`config.mk`:
```
export PLATFORM = sky130hd
export DESIGN_NAME = trip_eval_sequencer_flat
export DESIGN_NICKNAME = d
export VERILOG_FILES = /design/src/rtl/trip_eval_if.sv /design/src/rtl/trip_eval_sequencer.sv /design/src/flat_wrapper.sv
export SDC_FILE = /design/constraint.sdc
export NUM_CORES = 1
export LEC_CHECK = 0
export CAP_MARGIN = 30
export CORE_ASPECT_RATIO = 0.5
export CORE_MARGIN = 1
export CORE_UTILIZATION = 40
export CTS_BUF_LIST = sky130_fd_sc_hd__clkbuf_2
export DETAILED_ROUTE_END_ITERATION = 10
export GPL_ROUTABILITY_DRIVEN = 0
export REMOVE_ABC_BUFFERS = 1
export SETUP_SLACK_MARGIN = 0.4
export SLEW_MARGIN = 10
export SYNTH_ARGS = -nofsm -noshare
export SYNTH_HDL_FRONTEND = slang
export SYNTH_SLANG_ARGS = --single-unit
```
`constraint.sdc`:
```
create_clock -name clk -period 7 [get_ports clk]
set_clock_uncertainty 0.05 [all_clocks]
set_input_delay 1.4 -clock clk [delete_from_list [all_inputs] [get_ports clk]]
set_output_delay 1.4 -clock clk [all_outputs]
set_load 0.05 [all_outputs]
```
`src/rtl/trip_eval_if.sv`:
```
// trip_eval_if: request/result bundle between the caller and the trip evaluation sequencer.
interface trip_eval_if #(parameter int NChannels = 3, parameter int Log2Modes = 2);
  logic start, clear_overrun, out_ready, out_valid, busy, overrun;
  logic [NChannels*32-1:0] vals, setpoints;
  logic [NChannels*Log2Modes-1:0] modes;
  logic [NChannels-1:0] trips, sensor_trips;
  modport master(output start, vals, setpoints, modes, clear_overrun, out_ready,
                 input out_valid, trips, sensor_trips, busy, overrun);
  modport slave(input start, vals, setpoints, modes, clear_overrun, out_ready,
                output out_valid, trips, sensor_trips, busy, overrun);
endinterface

```
`src/rtl/trip_eval_sequencer.sv`:
```
// trip_eval_sequencer: one shared 32-bit setpoint comparator stepped across channels, mode rule applied,
// result offered over valid/ready.
module trip_eval_sequencer #(
  parameter int NChannels = 3,
  parameter int SignedCh = 2,
  parameter int Log2Modes = 2
) (
  input logic clk,
  input logic rst_n,
  trip_eval_if.slave bus
);
  localparam int IW = NChannels > 1 ? $clog2(NChannels) : 1;
  typedef enum logic [1:0] {IDLE, EVAL, DONE} state_t;
  state_t state_q, state_d;
  logic [IW-1:0] idx_q, idx_d;
  logic [NChannels*32-1:0] vals_q, vals_d, sp_q, sp_d;
  logic [NChannels*Log2Modes-1:0] modes_q, modes_d;
  logic [NChannels-1:0] res_q, res_d, trips_q, trips_d, sens_q, sens_d;
  logic out_valid_q, out_valid_d, overrun_q, overrun_d;
  logic [31:0] v, sp;
  logic hit, load, drop;
  logic [Log2Modes-1:0] m;
  always_comb begin
    v = vals_q[int'(idx_q)*32 +: 32];
    sp = sp_q[int'(idx_q)*32 +: 32];
    hit = (int'(idx_q) == SignedCh) ? ($signed(v) < $signed(sp)) : (sp > v);
    // a start is only taken when idle or on the same edge the result is accepted
    load = bus.start && (state_q == IDLE || (state_q == DONE && bus.out_ready));
    drop = bus.start && !load;
    overrun_d = drop ? 1'b1 : bus.clear_overrun ? 1'b0 : overrun_q;
    state_d = state_q;
    idx_d = idx_q;
    vals_d = vals_q;
    sp_d = sp_q;
    modes_d = modes_q;
    res_d = res_q;
    trips_d = trips_q;
    sens_d = sens_q;
    out_valid_d = out_valid_q;
    m = '0;
    if (state_q == EVAL) begin
      res_d[idx_q] = hit;
      if (int'(idx_q) == NChannels - 1) begin
        state_d = DONE;
        sens_d = res_d;
        out_valid_d = 1'b1;
        for (int c = 0; c < NChannels; c++) begin
          m = modes_q[c*Log2Modes +: Log2Modes];
          trips_d[c] = (m == Log2Modes'(2)) || ((m == Log2Modes'(1)) && res_d[c]);
        end
      end else begin
        idx_d = idx_q + 1'b1;
      end
    end
    if (state_q == DONE && bus.out_ready) begin
      out_valid_d = 1'b0;
      state_d = IDLE;
    end
    if (load) begin
      vals_d = bus.vals;
      sp_d = bus.setpoints;
      modes_d = bus.modes;
      idx_d = '0;
      state_d = EVAL;
    end
  end
  always_ff @(posedge clk or negedge rst_n) begin
    if (!rst_n) begin
      state_q <= IDLE;
      idx_q <= '0;
      vals_q <= '0;
      sp_q <= '0;
      modes_q <= '0;
      res_q <= '0;
      trips_q <= '0;
      sens_q <= '0;
      out_valid_q <= 1'b0;
      overrun_q <= 1'b0;
    end else begin
      state_q <= state_d;
      idx_q <= idx_d;
      vals_q <= vals_d;
      sp_q <= sp_d;
      modes_q <= modes_d;
      res_q <= res_d;
      trips_q <= trips_d;
      sens_q <= sens_d;
      out_valid_q <= out_valid_d;
      overrun_q <= overrun_d;
    end
  end
  assign bus.out_valid = out_valid_q;
  assign bus.trips = trips_q;
  assign bus.sensor_trips = sens_q;
  assign bus.busy = state_q != IDLE;
  assign bus.overrun = overrun_q;
endmodule

```
`src/flat_wrapper.sv`:
```
// flat-port wrapper written by rule: the top's interface ports become plain ports
module trip_eval_sequencer_flat 
#(
  parameter int NChannels = 3,
  parameter int SignedCh = 2,
  parameter int Log2Modes = 2
)
  (clk, rst_n, bus_start, bus_vals, bus_setpoints, bus_modes, bus_clear_overrun, bus_out_ready, bus_out_valid, bus_trips, bus_sensor_trips, bus_busy, bus_overrun);
  trip_eval_if #(.NChannels(NChannels), .Log2Modes(Log2Modes)) bus_i ();
  input logic clk;
  input logic rst_n;
  input wire logic [$bits(bus_i.start)-1:0] bus_start;
  input wire logic [$bits(bus_i.vals)-1:0] bus_vals;
  input wire logic [$bits(bus_i.setpoints)-1:0] bus_setpoints;
  input wire logic [$bits(bus_i.modes)-1:0] bus_modes;
  input wire logic [$bits(bus_i.clear_overrun)-1:0] bus_clear_overrun;
  input wire logic [$bits(bus_i.out_ready)-1:0] bus_out_ready;
  output wire logic [$bits(bus_i.out_valid)-1:0] bus_out_valid;
  output wire logic [$bits(bus_i.trips)-1:0] bus_trips;
  output wire logic [$bits(bus_i.sensor_trips)-1:0] bus_sensor_trips;
  output wire logic [$bits(bus_i.busy)-1:0] bus_busy;
  output wire logic [$bits(bus_i.overrun)-1:0] bus_overrun;
  assign bus_i.start = bus_start;
  assign bus_i.vals = bus_vals;
  assign bus_i.setpoints = bus_setpoints;
  assign bus_i.modes = bus_modes;
  assign bus_i.clear_overrun = bus_clear_overrun;
  assign bus_i.out_ready = bus_out_ready;
  assign bus_out_valid = bus_i.out_valid;
  assign bus_trips = bus_i.trips;
  assign bus_sensor_trips = bus_i.sensor_trips;
  assign bus_busy = bus_i.busy;
  assign bus_overrun = bus_i.overrun;
  trip_eval_sequencer #(.NChannels(NChannels), .SignedCh(SignedCh), .Log2Modes(Log2Modes)) u_core (.clk(clk), .rst_n(rst_n), .bus(bus_i));
endmodule
```
=== Word-level counts from Yosys, hierarchy flattened ===
Index checks and enable logic that the tools add are counted.

* Output and inout port bits: 9
* Word-level logic and storage cells: 67
* Bits in registers: 213

* Multiplexer cells: 16
* Add/sub/neg operators: 1
* Shifts and indexed selects: 2
* Magnitude comparators: 4
* Eq/ne operators: 10
* Reduce and logical (&&, ||, !) cells: 24

{| class="wikitable"
|+ Operators with widths
! kind !! number
|-
| $shiftx A96 B8 Y32 || 2
|-
| $gt A32 B32 Y1 || 1
|-
| $lt A32 B32 Y1 || 1
|-
| $mux W2 || 7
|-
| $eq A2 B2 Y1 const B || 5
|-
| $reduce_bool A2 Y1 || 5
|-
| $eq A2 B1 Y1 const B || 4
|-
| $reduce_and A2 Y1 || 4
|-
| $logic_and A1 B1 Y1 || 7
|-
| $mux W1 || 7
|-
| $reduce_bool A3 Y1 || 2
|-
| $logic_or A1 B1 Y1 || 4
|-
| $bwmux W3 || 1
|-
| $lt A2 B3 Y1 const B || 1
|-
| $add A2 B1 Y2 const B || 1
|-
| $demux W1 S2 || 1
|-
| $ge A2 B1 Y1 const B || 1
|-
| $logic_not A2 Y1 || 1
|-
| $ne A2 B1 Y1 const B || 1
|-
| $logic_not A1 Y1 || 1
|}

=== Logic depth before layout (Yosys ltp) ===
Gate-level depths: netlist of run 1.

* Depth after elaboration: 7
* Depth in mapped cells: 15
* Depth with buffers taken out: 12

=== Worst setup path before layout of run 1 ===
Ideal clock, no wire load.

* Path kind: flip-flop to flip-flop
* Start: register u_core.idx_q[1]
* End: register u_core.trips_q[2] (netlist: u_core.bus.trips[2])
* Cell stages (with the launch flop): 16
* Setup slack: 3.435 ns
* Data required time: 6.820 ns
* Arrival: 3.385 ns
* Cell sequence: dfrtp_1 clkbuf_1 buf_2 buf_1 mux2i_1 nor2_1 a21oi_1 inv_1 ha_1 nand4_2 nor3_1 a221oi_1 nand2_1 or4_2 nand4_1 a31oi_1

* Cells in the longest elaborated chain, start to end: 7
* Elaborated cells between the ends (all ways): 15
* Those cells by class: order compare (4); eq/ne (1); shift (2); mux (4); reduce/logical (4)

{| class="wikitable"
|+ Ends and longest elaborated chain
! what !! RTL line !! RTL
|-
| start: declaration || trip_eval_sequencer.sv:15 || <nowiki>logic [IW-1:0] idx_q, idx_d;</nowiki>
|-
| start signal: assignment || trip_eval_sequencer.sv:81 || <nowiki>idx_q <= idx_d;</nowiki>
|-
| branches (longest 7 deep; another with $gt A32 B32 Y1) || n/a ||
|-
| end signal: assignment || trip_eval_sequencer.sv:86 || <nowiki>trips_q <= trips_d;</nowiki>
|-
| end: declaration || trip_eval_sequencer.sv:18 || <nowiki>logic [NChannels-1:0] res_q, res_d, trips_q, trips_d, sens_q, sens_d;</nowiki>
|}

Several ways; the timed one is not identified.
A chain may end at the register's enable or synchronous reset.

=== Worst setup path in the final report of run 1 ===
* Start: register u_core.idx_q[1]
* End: register u_core.res_q[1]

* Cells in the longest elaborated chain, start to end: 5
* Elaborated cells between the ends (all ways): 12
* Those cells by class: order compare (4); eq/ne (1); shift (2); mux (4); reduce/logical (1)

{| class="wikitable"
|+ Ends and longest elaborated chain
! what !! RTL line !! RTL
|-
| branches (longest 4 deep; another with $gt A32 B32 Y1) || n/a ||
|-
| $bwmux W3 * || trip_eval_sequencer.sv:42 || <nowiki>res_d[idx_q] = hit;</nowiki>
|-
| end signal: assignment || trip_eval_sequencer.sv:85 || <nowiki>res_q <= res_d;</nowiki>
|-
| end: declaration || trip_eval_sequencer.sv:18 ||
|}

Mark *: on every way between the ends.

==> run metrics, run 1 <==
met1 usage=24.4%; Peak VDD IR=168 µV; PnR worst setup slack=2540 ps; initial antenna violation count=2; Tot GR Track Use=18.8%; largest net degree at the start of global routing=150; post-route ant nets=0; fin. max-slew vios=0; first-pass GRT wire length=42.2 mm; final wirelength=25.6 mm; worst r2r src=u_core.idx_q[1]; FF-to-FF setup slack=2540 ps; commonest cells after routing, fill and taps aside=210 x clkdlybuf4s50_1, 210 x dfrtp_1, 202 x mux2_2; Slew HR=between 30 and 40%; CTS Buffer Depth=3; initial drt markers=between 300 and 400; fin crit share=63.6%; Rows=42; final core occ=51.8%; status=complete, no violations; crit path kind=reg -> reg; Detailed Routing Iterations Pass 1=4; post-cts resize count=0; Ports=212; CTS Root Cell=clkbuf_2; Nets=1421; Min Hold Slack=463 ps; crit path from=u_core.idx_q[1]; PortBufs=211; Req. time, crit path=7630 ps; Post-CTS Setup Inserts=0; register area share after synthesis=48.8%; minimum clock period=4460 ps; Yosys cell types=43; initial core utilization=40.9%; via count=7631; Clk pin slew, worst setup/hold paths=around 120 ps; CTS Buf Count=51; area grow syn2layout=26.7%; layout cell share with drive strength beyond 1=25.3%; Avg Inst Size Synth=11.7 µm²; flops & latches, synth=212; Residual DRC=0; Final Hold Fails=0; # placed instances=roughly 1500; Most Crowded Layer GR=met2; non-filler instance count after layout=about 1500; crit path capture=u_core.res_q[1]; CTS tree=built; FF-to-FF path depth=13; Data arrival, critical path=approximately 5100 ps; CTS H-tree depth=2; DP Worst Slack=2540 ps; class of the worst hold path=reg -> reg; Via density=4.94; Mapped Cells=roughly 930; Post-Syn Area=0.0109 mm²; Power Density=about 460 mW/mm²; grt ovf=0; M2 GR Usage=between 30% and 40%; worst-path fanout max=38; M3 GR Usage=under 10%; fillers=2431; vias in the first global route=8166; number of flops mapped to enable cells by yosys=0; final instance area=0.0138 mm²; max cap viols=0; die height=119 µm; Slew @ Worst Pin=~970 ps; detailed-route wire length per cell=around 17 µm; RSZ-0062 raised after global routing=no; asr flop ratio synth=100%; post-DP HPWL=~18 mm; leak pwr=6.20 nW; placed cell areas=0.0133 mm²; Skew-Pair Late Insertion Delay=800 ps; r2r endpoint=u_core.res_q[1]; final setup vio count=0; Worst Setup End Kind=flip-flop; die area=0.0279 mm²; Main synth FF type=dfrtp_1; clock sinks=212; CP startpoint kind=flip-flop; core area=0.0266 mm²; die width=235 µm; cts hold-fix bufs=0; Peak Freq=0.224 GHz; Yosys warnings=0
## per-layer routing
layer / vias to the layer above / routed length (µm)
li1: 3715 / -
met1: 3777 / 11700
met2: 110 / 12500
met3: 29 / 1060
met4: 0 / 275
met5: - / 0
## worst min-delay path by stage
stage,start,endpoint,slack [ps],depth (start not counted)
after detailed placement,u_core.vals_q[18],u_core.vals_q[18],440,1
after global placement,u_core.bus.sensor_trips[2],u_core.bus.sensor_trips[2],440,2
after CTS,u_core.vals_q[27],u_core.vals_q[27],470,1
after floorplan,u_core.sp_q[0],u_core.sp_q[0],430,1
final,u_core.vals_q[66],u_core.vals_q[66],460,1
after global routing,u_core.vals_q[51],u_core.vals_q[51],480,1
## worst max-delay path, stage by stage (launching register included)
cell and delay, ps:
dfrtp_4 810, buf_4 710, mux2i_1 260, nor2_1 50, a21oi_1 190, inv_1 60
ha_1 430, nand4_2 200, nor4_4 460, a31oi_1 190, a21boi_1 160, a31oi_1 250
nand3_1 200, mux2_2 300
## sequential cells by signal (all words and copies together), names as in the netlist
| name | cells |
|---|---|
| u_core.modes_q | 6 |
| u_core.res_q | 2 |
| u_core.idx_q | 2 |
| u_core.sp_q | 96 |
| u_core.bus.trips | 3 |
| u_core.bus.overrun | 1 |
| u_core.state_q | 2 |
| u_core.vals_q | 96 |
| u_core.bus.out_valid | 1 |
| u_core.bus.sensor_trips | 3 |
## Yosys cell counts (3+ instances only)
library cell	count	area share, %
ha_1	67	7.7
mux2i_1	64	5.9
buf_2	15	0.69
o21ai_0	8	0.37
a21oi_1	95	4.4
inv_1	71	2.5
nor2b_1	6	0.35
mux2_2	202	21
nand3_1	10	0.46
clkbuf_1	20	0.69
nand2_1	18	0.62
nor2_1	77	2.7
buf_1	10	0.35
nand3b_1	3	0.21
nand4_1	9	0.52
dfrtp_1	212	49
a221oi_1	3	0.24
nor3b_1	4	0.28
a31oi_1	3	0.17
## per-stage QoR
stage          setup TNS [ps]  power (W)
2_1_floorplan         -434200    0.00482
3_3_place_gp                0    0.00548
3_5_place_dp                0    0.00558
4_1_cts                     0    0.00645
5_1_grt                     0    0.00699
6_report                    0    0.00636
## cell families (layout without fill, tap and decap cells)
family,after synthesis,after routing,synth area share (%)
other cells,0,6,0
xor+xnor,1,1,0.0805
buf+inv,116,376,4.18
mux,266,266,26.8
flops,212,212,48.8
compound gates,125,125,6.36
simple gates,139,139,6.11
fa+ha+maj,67,67,7.71
## area by class of cell
class	count	area (µm²)	share of cell area [%]
Clock buffer	75	375	2.72
Sequential cell	212	5310	38.5
Timing Repair Buffer	217	2170	15.8
Clock inverter	13	77.6	0.563
Inverter	71	267	1.93
Tap cell	352	440	3.19
Multi-Input combinational cell	598	5130	37.2
Antenna cell	6	15.0	0.109
## where the power goes
part | leakage, nW | switching, W | internal [W]
clock | 0.349 | 0.000514 | 0.000320
combinational | 3.34 | 0.00175 | 0.00158
sequential | 2.51 | 0.000350 | 0.00185
Power figures use the tool's default switching activity.
==> run 2: changes to the inputs <==
==> constraint.sdc (replaced) <==
create_clock -name clk -period 4.4 [get_ports clk]
set_clock_uncertainty 0.05 [all_clocks]
set_input_delay 0.88 -clock clk [delete_from_list [all_inputs] [get_ports clk]]
set_output_delay 0.88 -clock clk [all_outputs]
set_load 0.05 [all_outputs]
==> run 2 against run 1 <==
Maximum frequency is 21% higher. Global-route usage is 0.13 points higher. Via count is 0.39% higher. Register-to-register slack worse by 1800 ps. Highest routed layer unchanged.
==> run metrics, run 2 (synthesized netlist as in run 1, its figures left out) <==
die area=0.0279 mm²; Req. time, crit path=5150 ps; Skew-Pair Late Insertion Delay=850 ps; minimum clock period=3700 ps; CTS Buf Count=50; CP startpoint kind=flip-flop; via count=~7700; largest registers=u_core.sp_q x96, u_core.vals_q x96, u_core.modes_q x6; largest net degree at the start of global routing=149; combinational fraction of design power=52.8%; Clk pin slew, worst setup/hold paths=120 ps; status=complete, no violations; Worst Setup End Kind=flip-flop; Power Density=roughly 730 mW/mm²; Data arrival, critical path=4450 ps; Flop pwr share=34.0%; grt ovf=0; Peak Freq=0.271 GHz; initial core utilization=roughly two fifths; post-route ant nets=0; vias in the first global route=8293; die height=119 µm; die width=235 µm; non-filler instance count after layout=1551; clock sinks=212; CTS Buffer Depth=3; final setup vio count=0; Detailed Routing Iterations Pass 1=4; worst-path fanout max=29; Clk pwr share=13.1%; class of the worst hold path=reg -> reg; Most Crowded Layer GR=met2; leak pwr=6.26 nW; Final Hold Fails=0; M2 GR Usage=33.1%; fillers=approximately 2400; area of the multi-input gates=just over 0.005 mm²; initial drt markers=308; met1 usage=between 20% and 30%; Peak VDD IR=roughly 290 µV; CTS tree=built; CTS Root Cell=clkbuf_2; Ports=around 210; core area=0.0266 mm²; Residual DRC=0; final core occ=52.2%; fin crit share=84.0%; Setup TNS Final=0 ps; fin. max-slew vios=0; initial antenna violation count=2; PortBufs=211; Slew HR=a little over two fifths; layout cell share with drive strength beyond 1=25.9%; switch share=41.0%; RSZ-0062 raised after global routing=no; switching component of the power=0.00418 W; final wirelength=approximately 26 mm; post-DP HPWL=18.1 mm; # placed instances=1453; detailed-route wire length per cell=around 17 µm; Nets=1427; Rows=42; area grow syn2layout=27.7%; Slew @ Worst Pin=between 800 and 900 ps; first-pass GRT wire length=42.2 mm; FF/Latch Area=0.00531 mm²; internal power=0.00602 W; crit path kind=reg -> reg; CTS H-tree depth=2; M3 GR Usage=4.04%; max cap viols=0; Tot GR Track Use=18.9%; Via density=about 4.9; commonest cells after routing, fill and taps aside=210 x clkdlybuf4s50_1, 210 x dfrtp_1, 202 x mux2_2
run 2: cell count changes in the layout (fill, tap and decap cells not counted), sizes merged:
cell         delta
dlygate4sd3     +1
diode           -4
buf             +6
clkinv          +1
clkbuf          +3
run 2: routing by layer:
| metal | wire (µm) | share of wire [%] |
|---|---|---|
| met1 | 11400 | 44 |
| met5 | 0 | 0 |
| met2 | 12900 | 50 |
| met3 | 971 | 3.8 |
| met4 | 453 | 1.8 |
run 2: critical path: stages, from the launching register on:
cell and delay [ps]:
dfrtp_4 620, buf_12 280, mux2i_1 290, nor2_1 70, a21oi_1 200, inv_1 70, ha_1 310, a21oi_1 160
o21ai_0 100, a221oi_1 400, nor2b_1 130, or4_4 540, a41oi_1 230, mux2_2 180
run 2: layout make-up:
cell class / instances / area share [%]
well taps: 352 / 3.17
diodes: 2 / 0.0360
multi-input cells: 598 / 36.9
clock buffers: 78 / 2.81
clock inverters: 14 / 0.595
inverters: 71 / 1.92
repair buffers: 224 / 16.3
flip-flops and latches: 212 / 38.2
run 2: path summary, 6_finish.rpt:
kind                                   start                    endpoint  slack [ps]  cells past startpoint
max in group asynchronous              rst_n              u_core.sp_q[2]        2600                      3
min in group asynchronous              rst_n           u_core.vals_q[64]         610                      2
min reg2reg                u_core.vals_q[17]           u_core.vals_q[17]         460                      1
max reg2reg                  u_core.idx_q[1]  u_core.bus.sensor_trips[1]         700                     13
min                        u_core.vals_q[17]           u_core.vals_q[17]         460                      1
max                          u_core.idx_q[1]  u_core.bus.sensor_trips[1]         700                     13
run 2: what timing repair did:
| action | 4_1_cts | 5_1_grt |
|---|---|---|
| hold endpoints to repair | 3 | 0 |
| gates resized for setup | 0 | 1 |
| setup buffers | 0 | 3 |
| setup endpoints to repair | 0 | 8 |
| hold buffers | 1 | 0 |
run 2: stage by stage:
stage	hold WS [ps]	area, µm²	total power (W)	worst slack, ps
floorplan	430	10700	0.00767	-4250
global placement	439	13400	0.00874	542
detailed placement	444	13400	0.00895	485
CTS	411	13800	0.0103	456
global route	475	13900	0.0112	462
finish	464	13900	0.0102	703
run 2: power groups by stage:
stage	combinational (W)	clock, W	sequential [W]
after floorplan	0.00409	0	0.00359
after detailed placement	0.00541	0	0.00354
after CTS	0.00544	0.00142	0.00349
final	0.00538	0.00134	0.00347
after global placement	0.00524	0	0.00351
after global routing	0.00609	0.00151	0.00360
==> edit (config.mk and constraints of run 2) <==
`Log2Modes` is set to 2 in 3 places; all go to 1.
--- a/src/rtl/trip_eval_if.sv
+++ b/src/rtl/trip_eval_if.sv
@@ -1,3 +1,3 @@
 // trip_eval_if: request/result bundle between the caller and the trip evaluation sequencer.
-interface trip_eval_if #(parameter int NChannels = 3, parameter int Log2Modes = 2);
+interface trip_eval_if #(parameter int NChannels = 3, parameter int Log2Modes = 1);
   logic start, clear_overrun, out_ready, out_valid, busy, overrun;
--- a/src/rtl/trip_eval_sequencer.sv
+++ b/src/rtl/trip_eval_sequencer.sv
@@ -5,3 +5,3 @@
   parameter int SignedCh = 2,
-  parameter int Log2Modes = 2
+  parameter int Log2Modes = 1
 ) (
--- a/src/flat_wrapper.sv
+++ b/src/flat_wrapper.sv
@@ -5,3 +5,3 @@
   parameter int SignedCh = 2,
-  parameter int Log2Modes = 2
+  parameter int Log2Modes = 1
 )
Interface: changed (resized bus_modes); port bits go from 212 to 209. The function was not compared with the original's and may differ.
==> edit against run 2 <==
Setup slack improved by 0.0078 ns; count of clock-buffer cells in the layout decreased by 6; clock power decreased by 8%; wire length decreased by 2.2%; final area decreased by 2.2%; critical endpoint is now u_core.bus.trips[1]; area after synthesis decreased by 2.3%; die area decreased by 2.3%; hold slack got worse by 0.31 ns; critical path type unchanged; power decreased by 2.4%; sequential cell count decreased by 3.
==> edit: results (changes against run 2) <==
| Metric | Value |
|---|---|
| Inverters | 73 (+2.8%) |
| Area grow syn2layout | 27.80% (about the same) |
| Multi-input combinational cell area | 4959 um^2 (-3.3%) |
| Wire length on met3 | 994 um (+2.4%) |
| Largest cells by area after synthesis | dfrtp_1 (49%), mux2_2 (21%), ha_1 (7.9%) |
| Post-DP HPWL | 17890 um (-0.96%) |
| Largest net degree at the start of global routing | 120 (-19%) |
| Layout clock area frac | 0.03058 (-0.003469) |
| Slowest-stage cell, CP | or4_4 |
| Final wirelength | 25150 um (-2.2%) |
| Mapped Cells | 906 (-2.2%) |
| Critical Path Max Stage Delay | 0.55 ns (-0.07 ns) |
| Routed wl met2 | 12220 um (-5.3%) |
| Register Area | 5235 um^2 (-1.4%) |
| Outcome | complete, no violations |
| Worst-Skew Late Latency | 0.80 ns (-0.05 ns) |
| Synth cell count leaders | dfrtp_1 (209), mux2_2 (195), a21oi_1 (96) |
| Die Wd | 232.5 um (-1.1%) |
| Signal buffers | 222 (-0.89%) |
| Max VDD drop | 0.3360 mV (+16%) |
| Hold_ws | 0.1520 ns (-0.3116 ns) |
| Fraction of layout cells with a size suffix above 1 | 0.2538 (-0.005135) |
| Port Buffers | 208 (-1.4%) |
| ANT cells | 1 (-1) |
| Sw Pwr | 4.087 mW (-2.2%) |
| Wire length of the first global-routing pass | 40830 um (-3.4%) |
| Fmax | 271.1 MHz (+0.21%) |
| Synthesis-stage register bit count | 209 (-1.4%) |
| Total global-route track usage | 0.1901 (+0.0009998) |
| Sequential share of the synthesized area | 0.4921 (+0.004419) |
| Worst flop-to-flop path endpoint | u_core.bus.trips[1] |
| Via density | 4.932 (-0.15%) |
| Hold Path Class | input port to asynchronous set/reset pin |
==> edit: cell types whose count changed in the layout (fill, tap and decap cells not counted), moves of 3 or more <==
cell             before  now
dfrtp_1             210  207
clkdlybuf4s50_1     210  207
nand3_1              10    7
nand3b_1              3    0
clkbuf_2             78   72
mux2_2              202  195
o21ai_0               8   11
nor3b_1               4    0
==> edit: kinds of logic after synthesis <==
group	after synthesis	share of synthesized area
adder cells (fa/ha/maj)	67	0.07888
flip-flops	209	0.4921
AND/OR/NAND/NOR	121	0.04933
XOR/XNOR	1	0.0008243
AO/OA/AOI/OAI	131	0.06781
buffers and inverters	117	0.04285
multiplexers	260	0.2682
==> edit: what timing repair did <==
item / CTS / global route
setup buffers: 0 / 1
endpoints found under the setup margin: 3 / 6
pin swaps: 0 / 0
gates resized for setup: 1 / 3
